### config.mk
export PLATFORM = sky130hd
export DESIGN_NAME = tone_envelope_gen
export DESIGN_NICKNAME = d
export VERILOG_FILES = /design/src/rtl/audio_pkg.sv /design/src/rtl/square_osc.sv /design/src/rtl/tone_envelope_gen.sv
export SDC_FILE = /design/constraint.sdc
export NUM_CORES = 1
export LEC_CHECK = 0
export CORE_MARGIN = 2
export CORE_UTILIZATION = 65
export CTS_BUF_LIST = sky130_fd_sc_hd__clkbuf_8
export DETAILED_ROUTE_END_ITERATION = 8
export PLACE_DENSITY = 0.88
export SLEW_MARGIN = 0
export SYNTH_ARGS = -nofsm -noshare
export SYNTH_HDL_FRONTEND = slang
export SYNTH_HIERARCHICAL = 1
export SYNTH_SLANG_ARGS = --single-unit
### constraint.sdc
create_clock -name CLOCK_50 -period 8.15 [get_ports CLOCK_50]
set_clock_uncertainty 0.2 [all_clocks]
set_input_delay 2.0375 -clock CLOCK_50 [delete_from_list [all_inputs] [get_ports CLOCK_50]]
set_output_delay 2.0375 -clock CLOCK_50 [all_outputs]
set_load 0.1 [all_outputs]
### src/rtl/audio_pkg.sv
// Shared types and widths for the tone generator: envelope states and datapath widths.
package audio_pkg;

  typedef enum logic [1:0] {
    IDLE    = 2'd0,
    ATTACK  = 2'd1,
    SUSTAIN = 2'd2,
    RELEASE = 2'd3
  } env_state_t;

  localparam int AMP_W    = 24;
  localparam int SAMPLE_W = 32;
  localparam int HP_W     = 19;
  localparam int NOTE_W   = 4;

endpackage

### src/rtl/square_osc.sv
// Half-period counter and phase flip-flop for the square wave; clr restarts the wave at
// count 0 with the low phase.
module square_osc
  import audio_pkg::*;
(
  input  logic            clk,
  input  logic            rst,
  input  logic            clr,
  input  logic [HP_W-1:0] half_period,
  output logic [HP_W-1:0] hp_cnt,
  output logic            phase
);

  logic [HP_W-1:0] hp_cnt_q, hp_cnt_d;
  logic            phase_q, phase_d;

  always_comb begin
    hp_cnt_d = hp_cnt_q + HP_W'(1);
    phase_d  = phase_q;
    if (clr) begin
      hp_cnt_d = '0;
      phase_d  = 1'b0;
    end else if (hp_cnt_q == half_period) begin
      hp_cnt_d = '0;
      phase_d  = ~phase_q;
    end
  end

  always_ff @(posedge clk) begin
    if (rst) begin
      hp_cnt_q <= '0;
      phase_q  <= 1'b0;
    end else begin
      hp_cnt_q <= hp_cnt_d;
      phase_q  <= phase_d;
    end
  end

  assign hp_cnt = hp_cnt_q;
  assign phase  = phase_q;

endmodule

### src/rtl/tone_envelope_gen.sv
// Square-wave tone with attack/sustain/release amplitude envelope, stepped once per
// consumed codec sample so note on/off ramps instead of clicking.
module tone_envelope_gen
  import audio_pkg::*;
#(
  parameter logic [14:0] HP_LSB       = 15'd3000,
  parameter int unsigned AMP_MAX      = 10_000_000,
  parameter int unsigned ATTACK_STEP  = 100_000,
  parameter int unsigned RELEASE_STEP = 50_000
) (
  input  logic                CLOCK_50,
  input  logic                reset,
  input  logic [NOTE_W-1:0]   note_sel,
  input  logic                sample_tick,
  output logic [SAMPLE_W-1:0] sample_out,
  output logic                active,
  output env_state_t          state_dbg
);

  localparam logic [AMP_W-1:0] AMP_MAX_V  = AMP_W'(AMP_MAX);
  localparam logic [AMP_W:0]   ATTACK_V   = (AMP_W + 1)'(ATTACK_STEP);
  localparam logic [AMP_W-1:0] RELEASE_V  = AMP_W'(RELEASE_STEP);

  env_state_t          state_q, state_d;
  logic [AMP_W-1:0]    amp_q, amp_d;
  logic [NOTE_W-1:0]   note_q, note_d;
  logic [SAMPLE_W-1:0] sample_q, sample_d;
  logic                active_q, active_d;
  logic [AMP_W:0]      amp_sum;
  logic [SAMPLE_W-1:0] amp_ext;
  logic [HP_W-1:0]     half_period;
  logic [HP_W-1:0]     hp_cnt;
  logic                phase;
  logic                note_chg;
  logic                osc_clr;

  assign half_period = {note_sel, HP_LSB};
  assign note_d      = note_sel;
  assign note_chg    = (note_sel != note_q);
  // A new nonzero note restarts the wave cleanly; IDLE parks it at count 0, low phase.
  assign osc_clr     = (state_q == IDLE) || (note_chg && (note_sel != '0));

  square_osc u_osc (
    .clk         (CLOCK_50),
    .rst         (reset),
    .clr         (osc_clr),
    .half_period (half_period),
    .hp_cnt      (hp_cnt),
    .phase       (phase)
  );

  always_ff @(posedge CLOCK_50) begin
    if (reset) state_q <= IDLE;
    else       state_q <= state_d;
  end

  // Note off wins over reaching full amplitude while still in ATTACK.
  always_comb begin
    state_d = state_q;
    case (state_q)
      IDLE:    if (note_sel != '0) state_d = ATTACK;
      ATTACK:  if (note_sel == '0) state_d = RELEASE;
               else if (amp_q == AMP_MAX_V) state_d = SUSTAIN;
      SUSTAIN: if (note_sel == '0) state_d = RELEASE;
      RELEASE: if (note_sel != '0) state_d = ATTACK;
               else if (amp_q == '0) state_d = IDLE;
      default: state_d = IDLE;
    endcase
  end

  // sample_tick is a one-cycle consume strobe from the mixer (no backpressure): each pulse
  // advances the envelope by one step using the state held at the start of that cycle.
  always_comb begin
    amp_sum = {1'b0, amp_q} + ATTACK_V;
    amp_d   = amp_q;
    if (sample_tick) begin
      case (state_q)
        ATTACK:  amp_d = (amp_sum > {1'b0, AMP_MAX_V}) ? AMP_MAX_V : amp_sum[AMP_W-1:0];
        RELEASE: amp_d = (amp_q < RELEASE_V) ? '0 : amp_q - RELEASE_V;
        default: amp_d = amp_q;
      endcase
    end
  end

  always_comb begin
    amp_ext  = SAMPLE_W'(amp_q);
    active_d = (state_d != IDLE);
    sample_d = '0;
    if (state_q != IDLE) sample_d = phase ? amp_ext : -amp_ext;
  end

  always_ff @(posedge CLOCK_50) begin
    if (reset) begin
      amp_q    <= '0;
      note_q   <= '0;
      sample_q <= '0;
      active_q <= 1'b0;
    end else begin
      amp_q    <= amp_d;
      note_q   <= note_d;
      sample_q <= sample_d;
      active_q <= active_d;
    end
  end

  assign sample_out = sample_q;
  assign active     = active_q;
  assign state_dbg  = state_q;

endmodule

# Word level (Yosys, flattened, before mapping)
# Cells that the tools add are included.
[classes]
n_addsub = 4
multipliers = 0
div = 0
order_cmp = 2
n_eq_ne = 6
shifts = 0
mux = 11
bitwise = 2
reduce_logical = 14
[ops]
columns = ["cell", "n"]
rows = [
  ["24-bit 2-to-1 mux", 3],
  ["24-bit one-hot mux with 2 select lines", 1],
  ["24-bit negator with 32-bit output", 1],
  ["24-bit by 17-bit adder with 25-bit output (second input constant)", 1],
  ["25-bit by 24-bit greater-than comparator with 1-bit output (second input constant)", 1],
  ["24-bit == test (second input constant)", 1],
  ["24-bit zero test", 1],
  ["24-bit by 16-bit < comparator with 1-bit output (second input constant)", 1],
  ["24-bit by 16-bit subtractor with 24-bit output (second input constant)", 1],
  ["19-bit by 1-bit adder with 19-bit output (second input constant)", 1],
  ["19-bit == test", 1],
  ["2-bit 2-to-1 mux", 6],
  ["2-bit one-hot mux with 4 select lines", 1],
  ["2-bit nonzero test", 3],
  ["3-bit OR reduction", 2],
  ["2-bit == test (second input constant)", 2],
  ["4-bit zero test", 1],
  ["4-bit inequality test", 1],
  ["4-bit nonzero test", 1],
  ["2-bit OR reduction", 2],
  ["2-bit by 1-bit == test with 1-bit output (second input constant)", 1],
  ["2-bit zero test", 1],
  ["1-bit inverter", 2],
  ["2-bit AND reduction", 1],
  ["2 further kinds", 2],
]
[totals]
reg_bits = 83
latchBits = 0
ram_bits = 0
rom_bits = 0
input_bits = 7
word_cells = 47
memories = 0

# Depth between registers and ports, before layout
[depth]
depth_word = 5
mapped_depth = 12
mapped_depth_nobuf = 11

# By module
# The synthesis kept the hierarchy.
[by_module_without_submodules]
columns = ["mod", "instances", "cells_per_inst", "area_each_um2", "seq_area_each_um2"]
rows = [
  ["tone_envelope_gen", 1, 477, 3622.2, 1101.1],
  ["square_osc", 1, 119, 1092.3, 400.4],
]

# Worst setup path after synthesis
# No wires, ideal clock.
[synth_path]
kind = "input-to-reg"
from = "input note_sel[0]"
to = "register u_osc.hp_cnt_q[3], in the netlist u_osc/hp_cnt[3]"
arrival_time_ns = 3.402
required_ns = 7.888
setup_slack_ns = 4.486
cell_stages = 6
n_path_buf = 1
cell_sequence = "nor4_1 -> o22ai_1 -> nor2_1 -> o21ai_4 -> buf_12 -> nor2_2"
[synth_between]
elab_chain_len = 4
word_cells_on_any_way = 6
cone_classes = "eq/ne: 2; reduce/logical: 4"
[synth_rtl]
columns = ["item", "line", "rtl"]
rows = [
  ["start: declaration", "tone_envelope_gen.sv:13", "input logic [NOTE_W-1:0] note_sel,"],
  ["4-bit inequality test or 4-bit nonzero test (tied branches)", "tone_envelope_gen.sv:39, tone_envelope_gen.sv:41", ""],
  ["1-bit logical AND (*)", "tone_envelope_gen.sv:41", "assign osc_clr = (state_q == IDLE) || (note_chg && (note_sel != '0));"],
  ["1-bit logical OR (*)", "tone_envelope_gen.sv:41", ""],
  ["via osc_clr", "tone_envelope_gen.sv:35", "logic osc_clr;"],
  ["3-bit OR reduction (no line) (*)", "-", ""],
  ["end signal: assignment", "square_osc.sv:34", "hp_cnt_q <= hp_cnt_d;"],
  ["end: declaration", "square_osc.sv:14", "logic [HP_W-1:0] hp_cnt_q, hp_cnt_d;"],
]
# The timed path passes the listed nets; every way through them passes the cells marked *.
# A chain may end at the register's enable or synchronous reset.

# Worst setup path after layout
[layout_path]
from = "register state_q[1], in the netlist state_dbg[1]"
to = "output state_dbg[1]"
[layout_lines]
columns = ["item", "line", "rtl"]
rows = [
  ["start: declaration", "tone_envelope_gen.sv:24", "env_state_t state_q, state_d;"],
  ["start signal: assignment", "tone_envelope_gen.sv:54", "else state_q <= state_d;"],
  ["end: declaration", "tone_envelope_gen.sv:17", "output env_state_t state_dbg"],
]
# No word-level cell between the ends.

==> qor.csv <==
metric,value,unit
synth_common_cells,"dfxtp_1 (75), nor2_1 (58), nand2_1 (44)",
gr-total-overflow,0,
dpl.hpwl,8560,um
routedWlPerCell,17.0,um
path_class,flop to output pin,
die-area,0.00795,mm2
synthTopCellsByArea,"dfxtp_1 (32%), xor2_1 (6.9%), nor2_1 (4.6%)",
rsz0062_at_grt,false,
crit_buf_inv,1,
hold_path.class,flop to flop,
reg2reg_to,amp_q[18]$_SDFFE_PP0P_,
antenna_found_initial,0,
status,"complete, no violations",
synth_cell_types,75,
syn_to_final_growth,10.6,%
leakage,0.00182,uW
numPortBuffers,37,
cpPeakStageDelay,1240,ps
fin_cells,717,
cts_resized,0,
drv_cap,0,
yosysTopAreaCellShare,31.8,%
rrSetupSlack,4060,ps
die-height,89.2,um
crit_slowest_cell,clkdlybuf4s50_1,
tns,0,ps
synth_edf_count,0,
n_fill_cell,600,
syn_area_per_cell,7.91,um2
cts.clk_slew.worst_paths,80,ps
core,0.00714,mm2
crit_required,5910,ps
rr_startpoint,amp_q[5]$_SDFFE_PP0P_,
critical_path_arrival,2280,ps
power_density,178,mW/mm2
yosysSeqAreaShare,31.8,%
startpoint_type,flop,
fp.dieW,89.2,um
vias,4557,
hold_viol,0,
slew_violations,0,
startpoint,state_dbg[1]$_SDFF_PP0_,
fin_nets,627,
vias_per_cell,6.36,
grt_max_degree,39,
synth-seq-cells,75,
cts_buffers,9,
fmax,221,MHz
dp_cells,701,
cts_sinks,75,
row_count,31,
cts-root-buf,clkbuf_8,
post_cts_buffers,0,
ys.flop_type,dfxtp_1,
max_slew_margin,28.3,%
reg2reg_depth,11,
diodes,0,
irDropWorstVdd,0.0793,mV
drtPass1Iterations,5,
io_pins,42,
syn_area,0.00471,mm2
cts_tree,done,
tightest_slew,1070,ps
critPathTopFamily,buffers and inverters,
antenna_left,0,
setup_viol,0,
yosysWarnings,6,
drt_iter0_markers,512,
endpoint_kind,output pin,
htree_levels,3,
yosys.area.top_type,dfxtp_1,
layout-drive-gt1-share,7.77,%
insertion_delay,360,ps
grt_usage,31.9,%
grt_pass1_wl,19700,um
cts_buffer_depth,2,
cts_hold_buffers,0,
async_reset_ff_share,0,%
period_share,55.4,%
finalCriticalPeriod,4520,ps
netlist_instances,596,
crit_fanout,12,
worstSetupPathDepth,1,
crit_chain,clkdlybuf4s50_1,
start_util,66.1,%
yosysMostFrequentCell,dfxtp_1,
finalWirelength,12200,um
gp_congestion,0.959,
grt_pass1_vias,3955,
drc_errors,0,
endpoint,state_dbg[1],
[where the power goes]
part | internal, uW | switching (uW) | leakage, uW | total, uW
Sequential | 384 | 22.1 | 0.000612 | 406
Clock | 109 | 145 | 0.0000906 | 254
Combinational | 74.9 | 191 | 0.00112 | 266
Total | 569 | 358 | 0.00182 | 927
[final cells by class]
class                   count  area (um2)  share of cell area, %
repair buffers             39         385                   7.39
clock buffers               9         124                   2.38
inverters                   8        30.0                  0.576
flip-flops and latches     75        1500                   28.8
multi-input cells         480        3000                   57.6
clock inverters             7        43.8                  0.840
well taps                  99         124                   2.38
[routing by layer]
layer	global-route usage [%]	part of all wire (%)	vias to the layer above
li1	-	-	2163
met1	44.4	44	2102
met2	48.8	44	249
met3	5.91	8.6	43
met4	12.8	3.0	0
met5	0	0	-
[worst min-delay path by stage]
stage / start / end / slack [ps] / cells past startpoint
3_3_place_gp: u_osc/hp_cnt[0]$_SDFF_PP0_ / u_osc/hp_cnt[0]$_SDFF_PP0_ / 320 / 1
2_1_floorplan: u_osc/phase$_SDFFE_PP0N_ / u_osc/phase$_SDFFE_PP0N_ / 260 / 2
5_1_grt: u_osc/hp_cnt[0]$_SDFF_PP0_ / u_osc/hp_cnt[0]$_SDFF_PP0_ / 370 / 1
3_5_place_dp: u_osc/hp_cnt[0]$_SDFF_PP0_ / u_osc/hp_cnt[0]$_SDFF_PP0_ / 310 / 1
6_report: u_osc/hp_cnt[0]$_SDFF_PP0_ / u_osc/hp_cnt[0]$_SDFF_PP0_ / 330 / 1
4_1_cts: u_osc/hp_cnt[0]$_SDFF_PP0_ / u_osc/hp_cnt[0]$_SDFF_PP0_ / 330 / 1
[kinds of logic (layout without fill, tap and decap cells)]
kind of cell               count (synthesis)  in the layout  share of synthesized area [%]
AOI/OAI and AO/OA                        154            154                           21.8
xor gates and xnor gates                  58             58                           10.8
adders and majority gates                  7              7                           1.86
buffers and inverters                     58             63                           5.87
DFF                                       75             75                           31.8
muxes                                      4              4                          0.876
other                                      2             19                          0.159
and+or+nand+nor                          238            238                           26.8
[flip-flops by register name, indices dropped and copies added, names as in the netlist]
name	count
sample_out	28
amp_q	20
u_osc/hp_cnt	19
note_q	4
state_dbg	2
active	1
u_osc/phase	1
[through the flow]
| stage | total power [uW] | area [um2] | util, % | worst slack (ps) | hold WS [ps] |
|---|---|---|---|---|---|
| detailed placement | 677 | 5040 | 70.7 | 3670 | 312 |
| finish | 927 | 5210 | 73.0 | 3630 | 332 |
| floorplan | 624 | 4780 | - | 4490 | 256 |
| CTS | 925 | 5210 | 73.0 | 3640 | 331 |
| global placement | 674 | 5040 | 70.7 | 3850 | 318 |
| global route | 964 | 5210 | 73.0 | 3600 | 369 |
[layout by cell type, fill, tap and decap left out, types with 10 or more instances in the layout]
cell / count
a21oi_1: 41
clkdlybuf4s50_1: 37
conb_1: 19
dfxtp_1: 75
nand2_1: 44
nand3_1: 24
nor2_1: 58
nor2_2: 10
nor3_1: 18
nor4_1: 15
o21ai_0: 34
or3_1: 13
xnor2_1: 21
xor2_1: 37
(Power assumes the default switching activity.)
